File: src/rtl/sw_wavefront_sched.sv
`default_nettype none
// ============================================================================
// Module  : sw_wavefront_sched
// Purpose : Strip-by-strip query load and anti-diagonal reference sweep
//           sequencer for a linear Smith-Waterman PE array.
//           Optional macro SW_SCHED_PERF_EN adds cycle/stall counters.
// Revision: 1.0
// ============================================================================
module sw_wavefront_sched #(
  parameter int NPE             = 16,
  parameter int RLEN            = 64,
  parameter int QLEN            = 48,
  parameter int PE_LAT          = 2,
  parameter int WIDTH_POS_REF   = 7,
  parameter int WIDTH_POS_QUERY = 6,
  parameter int PE_IDX_W        = 4,
  parameter int STRIP_W         = 2
) (
  input  logic                       clk,
  input  logic                       reset,
  input  logic                       start,
  output logic                       ready,
  output logic                       busy,
  output logic                       done,
  input  logic                       stall,
  output logic [WIDTH_POS_QUERY-1:0] q_rd_addr,
  output logic                       q_load_en,
  output logic [PE_IDX_W-1:0]        q_load_sel,
  output logic                       ref_rd_en,
  output logic [WIDTH_POS_REF-1:0]   ref_rd_addr,
  output logic [NPE-1:0]             pe_en,
  output logic [STRIP_W-1:0]         strip_idx,
  output logic                       strip_first,
  output logic                       bnd_rd_en,
  output logic [WIDTH_POS_REF-1:0]   bnd_rd_addr,
  output logic                       bnd_wr_en,
  output logic [WIDTH_POS_REF-1:0]   bnd_wr_addr
`ifdef SW_SCHED_PERF_EN
  ,
  output logic [15:0]                cyc_cnt,
  output logic [15:0]                stall_cnt
`endif
);

  localparam int                 NSTRIP       = QLEN / NPE;
  localparam logic [7:0]         T_QLOAD_LAST = 8'(NPE - 1);
  localparam logic [7:0]         T_SWEEP_LAST = 8'(RLEN + NPE - 2);
  localparam logic [7:0]         T_FLUSH_LAST = 8'(PE_LAT - 1);
  localparam logic [7:0]         T_REF_END    = 8'(RLEN);
  localparam logic [7:0]         T_WR_FIRST   = 8'(NPE - 1);
  localparam logic [STRIP_W-1:0] S_LAST       = STRIP_W'(NSTRIP - 1);

  typedef enum logic [2:0] {
    ST_IDLE  = 3'd0,
    ST_QLOAD = 3'd1,
    ST_SWEEP = 3'd2,
    ST_FLUSH = 3'd3,
    ST_DONE  = 3'd4
  } state_e;

  state_e             state_q, state_d;
  logic [7:0]         t_q, t_d;
  logic [STRIP_W-1:0] s_q, s_d;

  logic w_in_qload;
  logic w_in_sweep;
  logic w_busy;
  logic w_qload_go;
  logic w_sweep_go;
  logic w_ref_win;
  logic w_wr_win;

  always_ff @(posedge clk or posedge reset) begin
    if (reset) begin
      state_q <= ST_IDLE;
      t_q     <= '0;
      s_q     <= '0;
    end else begin
      state_q <= state_d;
      t_q     <= t_d;
      s_q     <= s_d;
    end
  end

  always_comb begin
    state_d = state_q;
    t_d     = t_q;
    s_d     = s_q;
    case (state_q)
      ST_IDLE: begin
        if (start) begin
          state_d = ST_QLOAD;
          t_d     = '0;
          s_d     = '0;
        end
      end
      ST_QLOAD: begin
        if (!stall) begin
          if (t_q == T_QLOAD_LAST) begin
            t_d     = '0;
            state_d = ST_SWEEP;
          end else begin
            t_d = t_q + 8'd1;
          end
        end
      end
      ST_SWEEP: begin
        if (!stall) begin
          if (t_q == T_SWEEP_LAST) begin
            t_d = '0;
            if (s_q == S_LAST) begin
              state_d = ST_FLUSH;
            end else begin
              s_d     = s_q + 1'b1;
              state_d = ST_QLOAD;
            end
          end else begin
            t_d = t_q + 8'd1;
          end
        end
      end
      ST_FLUSH: begin
        // Lets the PE pipeline drain before the max-tracker sees done.
        if (t_q == T_FLUSH_LAST) begin
          t_d     = '0;
          state_d = ST_DONE;
        end else begin
          t_d = t_q + 8'd1;
        end
      end
      ST_DONE: begin
        state_d = ST_IDLE;
        t_d     = '0;
        s_d     = '0;
      end
      default: begin
        state_d = ST_IDLE;
        t_d     = '0;
        s_d     = '0;
      end
    endcase
  end

  assign w_in_qload = (state_q == ST_QLOAD);
  assign w_in_sweep = (state_q == ST_SWEEP);
  assign w_busy     = w_in_qload || w_in_sweep || (state_q == ST_FLUSH);
  assign w_qload_go = w_in_qload && !stall;
  assign w_sweep_go = w_in_sweep && !stall;
  assign w_ref_win  = (t_q < T_REF_END);
  assign w_wr_win   = (t_q >= T_WR_FIRST);

  assign ready = (state_q == ST_IDLE);
  assign busy  = w_busy;
  assign done  = (state_q == ST_DONE);

  assign q_load_en  = w_qload_go;
  assign q_load_sel = w_in_qload ? PE_IDX_W'(t_q) : '0;
  assign q_rd_addr  = w_in_qload ? WIDTH_POS_QUERY'(32'(s_q) * NPE + 32'(t_q)) : '0;

  assign ref_rd_en   = w_sweep_go && w_ref_win;
  assign ref_rd_addr = w_in_sweep ? WIDTH_POS_REF'(t_q) : '0;

  assign strip_idx   = w_busy ? s_q : '0;
  assign strip_first = w_busy && (s_q == '0);

  // Strip 0 has no previous strip to read from; the last strip has no successor.
  assign bnd_rd_en   = w_sweep_go && w_ref_win && (s_q != '0);
  assign bnd_rd_addr = w_in_sweep ? WIDTH_POS_REF'(t_q) : '0;
  assign bnd_wr_en   = w_sweep_go && w_wr_win && (s_q != S_LAST);
  assign bnd_wr_addr = (w_in_sweep && w_wr_win) ? WIDTH_POS_REF'(t_q - T_WR_FIRST) : '0;

  for (genvar k = 0; k < NPE; k++) begin : g_pe_en
    localparam logic [8:0] C_LO = 9'(k);
    localparam logic [8:0] C_HI = 9'(k + RLEN);
    assign pe_en[k] = w_sweep_go && ({1'b0, t_q} >= C_LO) && ({1'b0, t_q} < C_HI);
  end

`ifdef SW_SCHED_PERF_EN
  logic [15:0] cyc_cnt_q;
  logic [15:0] stall_cnt_q;

  always_ff @(posedge clk or posedge reset) begin
    if (reset) begin
      cyc_cnt_q   <= '0;
      stall_cnt_q <= '0;
    end else if (ready && start) begin
      cyc_cnt_q   <= '0;
      stall_cnt_q <= '0;
    end else if (w_busy) begin
      if (cyc_cnt_q != 16'hFFFF) begin
        cyc_cnt_q <= cyc_cnt_q + 16'd1;
      end
      if (stall && (stall_cnt_q != 16'hFFFF)) begin
        stall_cnt_q <= stall_cnt_q + 16'd1;
      end
    end
  end

  assign cyc_cnt   = cyc_cnt_q;
  assign stall_cnt = stall_cnt_q;
`endif

endmodule
`default_nettype wire

File: config.mk
export PLATFORM = sky130hd
export DESIGN_NAME = sw_wavefront_sched
export DESIGN_NICKNAME = d
export VERILOG_FILES = /design/src/rtl/sw_wavefront_sched.sv
export SDC_FILE = /design/constraint.sdc
export NUM_CORES = 1
export LEC_CHECK = 0
export ABC_AREA = 1
export CAP_MARGIN = 30
export CORE_MARGIN = 5
export CORE_UTILIZATION = 40
export DETAILED_ROUTE_END_ITERATION = 12
export GPL_ROUTABILITY_DRIVEN = 0
export PLACE_DENSITY_LB_ADDON = 0.3
export SETUP_SLACK_MARGIN = 0.2
export SYNTH_ARGS = -nofsm -noshare
export SYNTH_HDL_FRONTEND = slang
export SYNTH_SLANG_ARGS = --single-unit
File: constraint.sdc
create_clock -name clk -period 3.6 [get_ports clk]
set_clock_uncertainty 0.05 [all_clocks]
set_input_delay 0.36 -clock clk [delete_from_list [all_inputs] [get_ports clk]]
set_output_delay 0.36 -clock clk [all_outputs]
set_load 0.01 [all_outputs]
==> reports/metrics.cfg <==
[timing]
timing.final.crit_share_pct = 75.2
tightest_slew_ps = 529
setup_ws_ps = 894
totalNegativeSetupSlack_ps = 0
hold_viol = 0
setup_viol_count_final = 0
fin_worst_hold_slack_ps = 413
slew_viol_final = 0
rsz0062_at_grt = false
max_freq_ghz = 0.369
max-slew-margin-rel_pct = 64.7
fin_crit_ps = 2710

[clock_network]
max-clock-path-buffers = 2
post_cts_buffers = 0
cts_max_level = 1
clk_pin_slew_worst_paths_ps = 60
cts_made_buffers = 3
cts_hold_buf = 0
clkLatencyLatePin_ps = 240
cts_tree = done
cts_root_buf = clkbuf_8
cts_resized = 0
cts_sinks = 13

[die]
io_pins = 61
die_h_um = 75.1
rows = 23
dieArea_um2 = 5640
start_util_pct = 41.8
fp.dieW_um = 75.1
core_um2 = 4060

[synth]
yosysMostFrequentCell = nand2_1
synth-warning-count = 0
synth_nets = 269
synth.avg_cell_area_um2 = 6.58
synth_seq_cells = 13
synthTopCellsByCount = 56 x nand2_1, 49 x nor2_1, 20 x inv_1
synthCells = 258
ys_seq_area_share_pct = 19.2
netlist_area_um2 = 1700
synth_ff_type = dfrtp_1
synth_edf_count = 0
yosysTopAreaCell = dfrtp_1
yosys-top-cells-area = dfrtp_1 19%, nand2_1 12%, nor2_1 11%, buf_4 7.1%, ha_1 5.2%
synth_cell_types = 32
synthArstFlopShare_pct = 100
netlist.area_leader.share_pct = 19.2

[cells_and_area]
utilization_pct = 55.8
register_area_um2 = 325
num-fill-cells = 407
layout.nets = 315
antenna_cells = 0
final_cells = 353
final_cell_area_um2 = 2260
multi_input_area_um2 = 1110
synthToLayoutAreaGrowth_pct = 33.4
drive_gt1_share_pct = 13.5

[detailed_routing]
drt-total-wl_mm = 4.64
first_pass_iters = 4
ant_nets = 0
drc = 0
vias = 1718
detail_route.wl_per_cell_um = 13.1
drt_iter0_markers = 140
via_per_inst = 4.87

[placement]
post-place-cells = 349
portBuffers = 60
place_area_um2 = 2220
hpwlAfterDp_mm = 3.70
pre_cts_slack_ps = 1060

[min_path]
hold_class = primary input to async pin

[power]
power.density_nw_per_um2 = 462
vdd_drop_max_mv = 0.234
p_total_mw = 1.05
p_leak_nw = 1.00

[worst_setup_path]
cp-start-kind = flip-flop
cp_data_arrival_time_ps = 2300
cp_max_fo = 10
critical_path_class = flip-flop to primary output
cp-end-kind = primary output
required_ps = 3190

[flow_run]
max-cap-violations = 0

[run_status]
outcome = finished, final reports clean

[global_routing]
grt-ovfl-total = 0
grt_usage_pct = 16.9
grt_pass1_wl_mm = 7.46
grt_max_degree = 14
grt_pass1_vias = 1533
antenna_found_initial = 0

[critical path, cell delays in order (launching register included)]
cell and delay [ps]:
dfrtp_1 600, nand2_1 230, nor2_2 190, nand2_1 160, nand2_1 100, nor2_1 40
nor3_1 160, clkdlybuf4s50_1 560
[kinds of logic (layout without fill, tap and decap cells)]
family | after synthesis | in the layout | share of synthesized area (%)
AND/OR/NAND/NOR | 155 | 155 | 47.5
AO/OA/AOI/OAI | 26 | 26 | 9.22
XOR/XNOR | 7 | 7 | 3.61
adder cells (fa/ha/maj) | 7 | 7 | 5.16
flip-flops | 13 | 13 | 19.2
buffers and inverters | 50 | 95 | 15.3
[registers in the layout (all words and copies together), names as in the netlist]
| name | cells |
|---|---|
| s_q | 2 |
| t_q | 8 |
| state_q | 3 |
[path summary, 6_finish.rpt]
path                             start              to  slack [ps]  cells after the start
worst min-delay path             reset          t_q[0]         410                      2
worst min register to register  s_q[0]          s_q[0]         480                      2
worst max-delay path            t_q[3]  bnd_wr_addr[5]         890                      7
max in group asynchronous        reset          t_q[6]        2740                      2
worst max register to register  t_q[1]          t_q[3]        1840                      7
min in group clk                s_q[0]          s_q[0]         480                      2
[placed cells by master, fill, tap and decap left out, drive strengths merged]
master / n
a211oi: 3
a21oi: 11
clkbuf: 4
clkdlybuf4s50: 60
clkinv: 1
dfrtp: 13
ha: 7
inv: 30
nand2: 63
nand3: 13
nand3b: 4
nand4: 3
nor2: 58
nor3: 14
o21ai: 11
o21bai: 1
xnor2: 2
xor2: 5
[layout make-up]
type / instances / area share, %
repair buffers: 60 / 26.5
clock buffers: 4 / 1.99
inverters: 31 / 5.25
flip-flops and latches: 13 / 14.4
multi-input cells: 195 / 49.1
well taps: 50 / 2.76
[metal layers]
metal  vias up  wire (um)  GRT usage, %
li1        899          -             -
met1       774       2110          24.4
met2        43       2210          26.2
met3         2        311          3.47
met4         0          7          2.96
met5         -          0             0
[where the power goes]
part           switching, mW  internal (mW)  total (mW)  leakage (nW)
clock network         0.0525         0.0782       0.131        0.0228
registers             0.0571          0.173       0.230         0.177
logic                  0.424          0.261       0.685         0.805
total                  0.534          0.512        1.05          1.00
(Power assumes the default switching activity.)
==> RTL edit 1, RTL diff (config.mk and constraints unchanged) <==
`PE_IDX_W`: 4 -> 5.
--- a/src/rtl/sw_wavefront_sched.sv
+++ b/src/rtl/sw_wavefront_sched.sv
@@ -13,7 +13,7 @@
   parameter int PE_LAT          = 2,
   parameter int WIDTH_POS_REF   = 7,
   parameter int WIDTH_POS_QUERY = 6,
-  parameter int PE_IDX_W        = 4,
+  parameter int PE_IDX_W        = 5,
   parameter int STRIP_W         = 2
 ) (
   input  logic                       clk,
Interface: changed (resized q_load_sel); port bits go from 61 to 62. The function was not compared with the original's and may differ.
==> RTL edit 1 against the unedited design <==
  * Global-route usage increased by 0.27 points
  * Setup slack improved by 0.041 ns
  * Wire length increased by 3.9%
  * Design area increased by 0.66%
  * Sequential cell count unchanged
  * Critical endpoint unchanged
  * Clock power about the same
  * Critical path depth decreased by 1
  * Area after synthesis decreased by 0.22%
  * Total power decreased by 2.2%
==> RTL edit 1: results (changes against the unedited design) <==
Status: complete, no violations
Origin of the worst setup path: t_q[0]$_DFFE_PP0P_
Slew @ Worst Pin: 0.548 ns (+0.0191 ns)
Crit path max fanout: 8 (-2)
Syn Nets: 272 (+1.1%)
R2R setup slack: 1.86 ns (+0.02 ns)
Max IR drop VDD: 240 µV (+2.4%)
Wirelength, routed: 4.82 mm (+3.9%)
Initial DRC count: 100 (-29%)
CP arrival: 2.26 ns (-0.04 ns)
Psw: 529 µW (-0.86%)
First-pass GRT wire length: 7.66 mm (+2.7%)
Port buffer count: 61 (+1.7%)
Post-synth cell types: 36 (+13%)
All-Layer GR Usage: 17.2% (+0.27 points)
Metal2 WL: 2.28 mm (+3.1%)
CP endpoint: bnd_wr_addr[5]
Ys flop type: dfrtp_1
Reg-to-reg startpoint: state_q[1]$_DFFE_PP0P_
Multi-input combinational area share: 49.0% (-0.10 points)
P_leak: 1.01 nW (+0.15%)
Clk root buf: clkbuf_8
R2R Path End: state_q[1]$_DFFE_PP0P_
Post-synthesis sequential area ratio: 19.2% (+0.043 points)
Invs w/o clock: 31 (unchanged)
Met3 GRT Util: 3.07% (-0.40 points)
Vias in the first global route: 1620 (+5.7%)
Nets@finish: 320 (+1.6%)
Count of multi-input gates: 199 (+2.1%)
Met1 Usage GRT: 24.8% (+0.38 points)
Clk tree area frac: 1.98% (-0.013 points)
Share of cells above drive strength 1: 14.0% (+0.43 points)
DP HPWL: 3.94 mm (+6.6%)
Seq cells: 13 (unchanged)
Max Transition Viols Final: 0 (unchanged)
Max H-tree Level: 1 (unchanged)
DRC viols: 0 (unchanged)
Vias/cell: 5.00 (+2.8%)
Routed met3 length: 357 µm (+15%)
Seq area share: 14.3% (-0.095 points)
Top cells by count, synth: 56 x nand2_1, 48 x nor2_1, 25 x inv_1
Non-clk bufs: 61 (+1.7%)
Data buffer area share: 26.8% (+0.26 points)
Metal-1 WL: 2.16 mm (+2.5%)
Synth area leaders: dfrtp_1 19%, nand2_1 12%, nor2_1 11%, buf_4 6.7%, inv_1 5.5%
GR Util met2: 27.8% (+1.5 points)
FILL cells: 412 (+1.2%)
-- RTL edit 1: worst max-delay path: stages (launching register included) --
cell and delay (ns):
dfrtp_1 0.48, ha_1 0.25, nand3_2 0.12, inv_1 0.14, o21ai_1 0.18, nor3_1 0.27, clkdlybuf4s50_1 0.57
-- RTL edit 1: power by group through the flow --
stage / combinational [mW] / clock (mW) / sequential (mW)
2_1_floorplan: 0.478 / 0 / 0.206
3_3_place_gp: 0.662 / 0 / 0.225
3_5_place_dp: 0.663 / 0 / 0.226
4_1_cts: 0.668 / 0.134 / 0.224
5_1_grt: 0.735 / 0.142 / 0.229
6_report: 0.668 / 0.131 / 0.224
-- RTL edit 1: metrics by stage --
| stage | power [mW] | hold WS, ns | setup WS [ns] | instances | instance area (µm²) |
|---|---|---|---|---|---|
| after floorplan | 0.684 | 0.187 | 1.87 | 261 | 1690 |
| after global placement | 0.887 | 0.462 | 1.11 | 354 | 2230 |
| after global routing | 1.11 | 0.466 | 0.772 | 358 | 2280 |
| final | 1.02 | 0.416 | 0.935 | 358 | 2280 |
| after CTS | 1.03 | 0.430 | 0.908 | 358 | 2280 |
| after detailed placement | 0.890 | 0.473 | 1.13 | 354 | 2230 |
-- RTL edit 1: cells by family (layout without fill, tap and decap cells) --
| group | Yosys count | in the layout | share of synthesized area (%) |
|---|---|---|---|
| AND/OR/NAND/NOR | 157 | 157 | 47.2 |
| buffers and inverters | 49 | 96 | 14.9 |
| AO/OA/AOI/OAI | 30 | 30 | 10.9 |
| flip-flops | 13 | 13 | 19.2 |
| adder cells (fa/ha/maj) | 7 | 7 | 5.17 |
| XOR/XNOR | 5 | 5 | 2.59 |
==> RTL edit 2, RTL diff (same settings) <==
Made on the original files. Re-encode `state_e` (5 states) as one-hot, 5 bits wide.
--- a/src/rtl/sw_wavefront_sched.sv
+++ b/src/rtl/sw_wavefront_sched.sv
@@ -50,12 +50,12 @@
   localparam logic [7:0]         T_WR_FIRST   = 8'(NPE - 1);
   localparam logic [STRIP_W-1:0] S_LAST       = STRIP_W'(NSTRIP - 1);
 
-  typedef enum logic [2:0] {
-    ST_IDLE  = 3'd0,
-    ST_QLOAD = 3'd1,
-    ST_SWEEP = 3'd2,
-    ST_FLUSH = 3'd3,
-    ST_DONE  = 3'd4
+  typedef enum logic [4:0] {
+    ST_IDLE  = 5'b00001,
+    ST_QLOAD = 5'b00010,
+    ST_SWEEP = 5'b00100,
+    ST_FLUSH = 5'b01000,
+    ST_DONE  = 5'b10000
   } state_e;
 
   state_e             state_q, state_d;
Behaviour: no difference found for any inputs over 10 cycles, from zero or initial values and one cycle with reset high; not proved beyond that.
==> RTL edit 2 against the unedited design <==
  * Sequential cell count increased by 2
  * Total power decreased by 23%
  * Wire length increased by 8.2%
  * Global-route usage increased by 0.20 points
  * Design area increased by 5.6%
  * Setup slack improved by 0.028 ns
  * Area after synthesis increased by 6.6%
  * Critical path depth unchanged
==> RTL edit 2: results (changes against the unedited design) <==
Register area: 377 µm² (+16%)
Max IR drop VDD: 240 µV (+2.4%)
Slew headroom: 60.0% (-4.7 points)
Vias in the first global route: 1857 (+21%)
Post-synthesis sequential area ratio: 20.8% (+1.6 points)
Count of multi-input gates: 211 (+8.2%)
DP HPWL: 4.05 mm (+9.5%)
Critical Path Max Stage Delay: 0.62 ns (+0.02 ns)
All-Layer GR Usage: 17.1% (+0.20 points)
Clk tree area frac: 1.94% (-0.053 points)
First-pass GRT wire length: 8.54 mm (+15%)
Initial DRC count: 103 (-26%)
Worst R2R Path Depth: 8 (+1)
Status: complete, no violations
Nets@finish: 339 (+7.6%)
GR Util met2: 27.5% (+1.3 points)
Top cells by count, synth: 59 x nand2_1, 54 x nor2_1, 30 x inv_1
Met1 Usage GRT: 22.3% (-2.1 points)
Met3 GRT Util: 4.33% (+0.86 points)
Seq cells post-synth: 15 (+2)
Pre-Repair DR Iteration Count: 5 (+1)
R2R Path End: state_q[2]$_DFFE_PP0P_
FILL cells: 437 (+7.4%)
Invs w/o clock: 36 (+16%)
Share of cells above drive strength 1: 11.7% (-1.9 points)
Synth area leaders: dfrtp_1 19%, nand2_1 12%, nor2_1 11%, inv_1 6.2%, ha_1 5.5%
Final period util: 74.4% (-0.78 points)
Wirelength, routed: 5.02 mm (+8.2%)
Mapped Avg Cell Area: 6.51 µm² (-1.0%)
Total power: 810 µW (-23%)
CP arrival: 2.27 ns (-0.03 ns)
Multi-input gate area: 1160 µm² (+4.7%)
Placed cell count: 374 (+7.2%)
Switching share of power: 48.3% (-2.8 points)
P_leak: 1.05 nW (+4.1%)
R2R setup slack: 1.76 ns (-0.08 ns)
Dpl ws: 1.11 ns (+0.0478 ns)
Clk power: 137 µW (+5%)
Top flop regs: t_q: 8 flops, state_q: 5 flops, s_q: 2 flops
Clock buffer count: 3 (-1)
Fin cells: 378 (+7.1%)
-- RTL edit 2: cell count changes in the layout (fill, tap and decap cells not counted), sizes merged, moves of 2 or more --
cell | unedited run | this run
nor3 | 14 | 7
o21ai | 11 | 26
nand3b | 4 | 1
xor2 | 5 | 2
nor2 | 58 | 64
inv | 30 | 36
nand4 | 3 | 7
a21oi | 11 | 8
nand2 | 63 | 65
a211oi | 3 | 5
-- RTL edit 2: logic make-up after synthesis --
group,after synthesis,synth area share (%)
xor+xnor,3,1.45
flops,15,20.8
fa+ha+maj,8,5.53
buf+inv,52,14.9
simple gates,158,42.4
compound gates,42,14.9
-- RTL edit 2: metrics by stage --
stage               cell area, µm²  util (%)
floorplan                     1810         -
global placement              2340      53.5
detailed placement            2340      53.5
CTS                           2390      54.5
global route                  2390      54.5
finish                        2390      54.5
-- RTL edit 2: per-layer routing --
layer  vias to the layer above  wire length (µm)
met5                         -                 0
met4                         0                33
met3                         2               402
met2                        67              2310
met1                       890              2280
li1                        980                 -
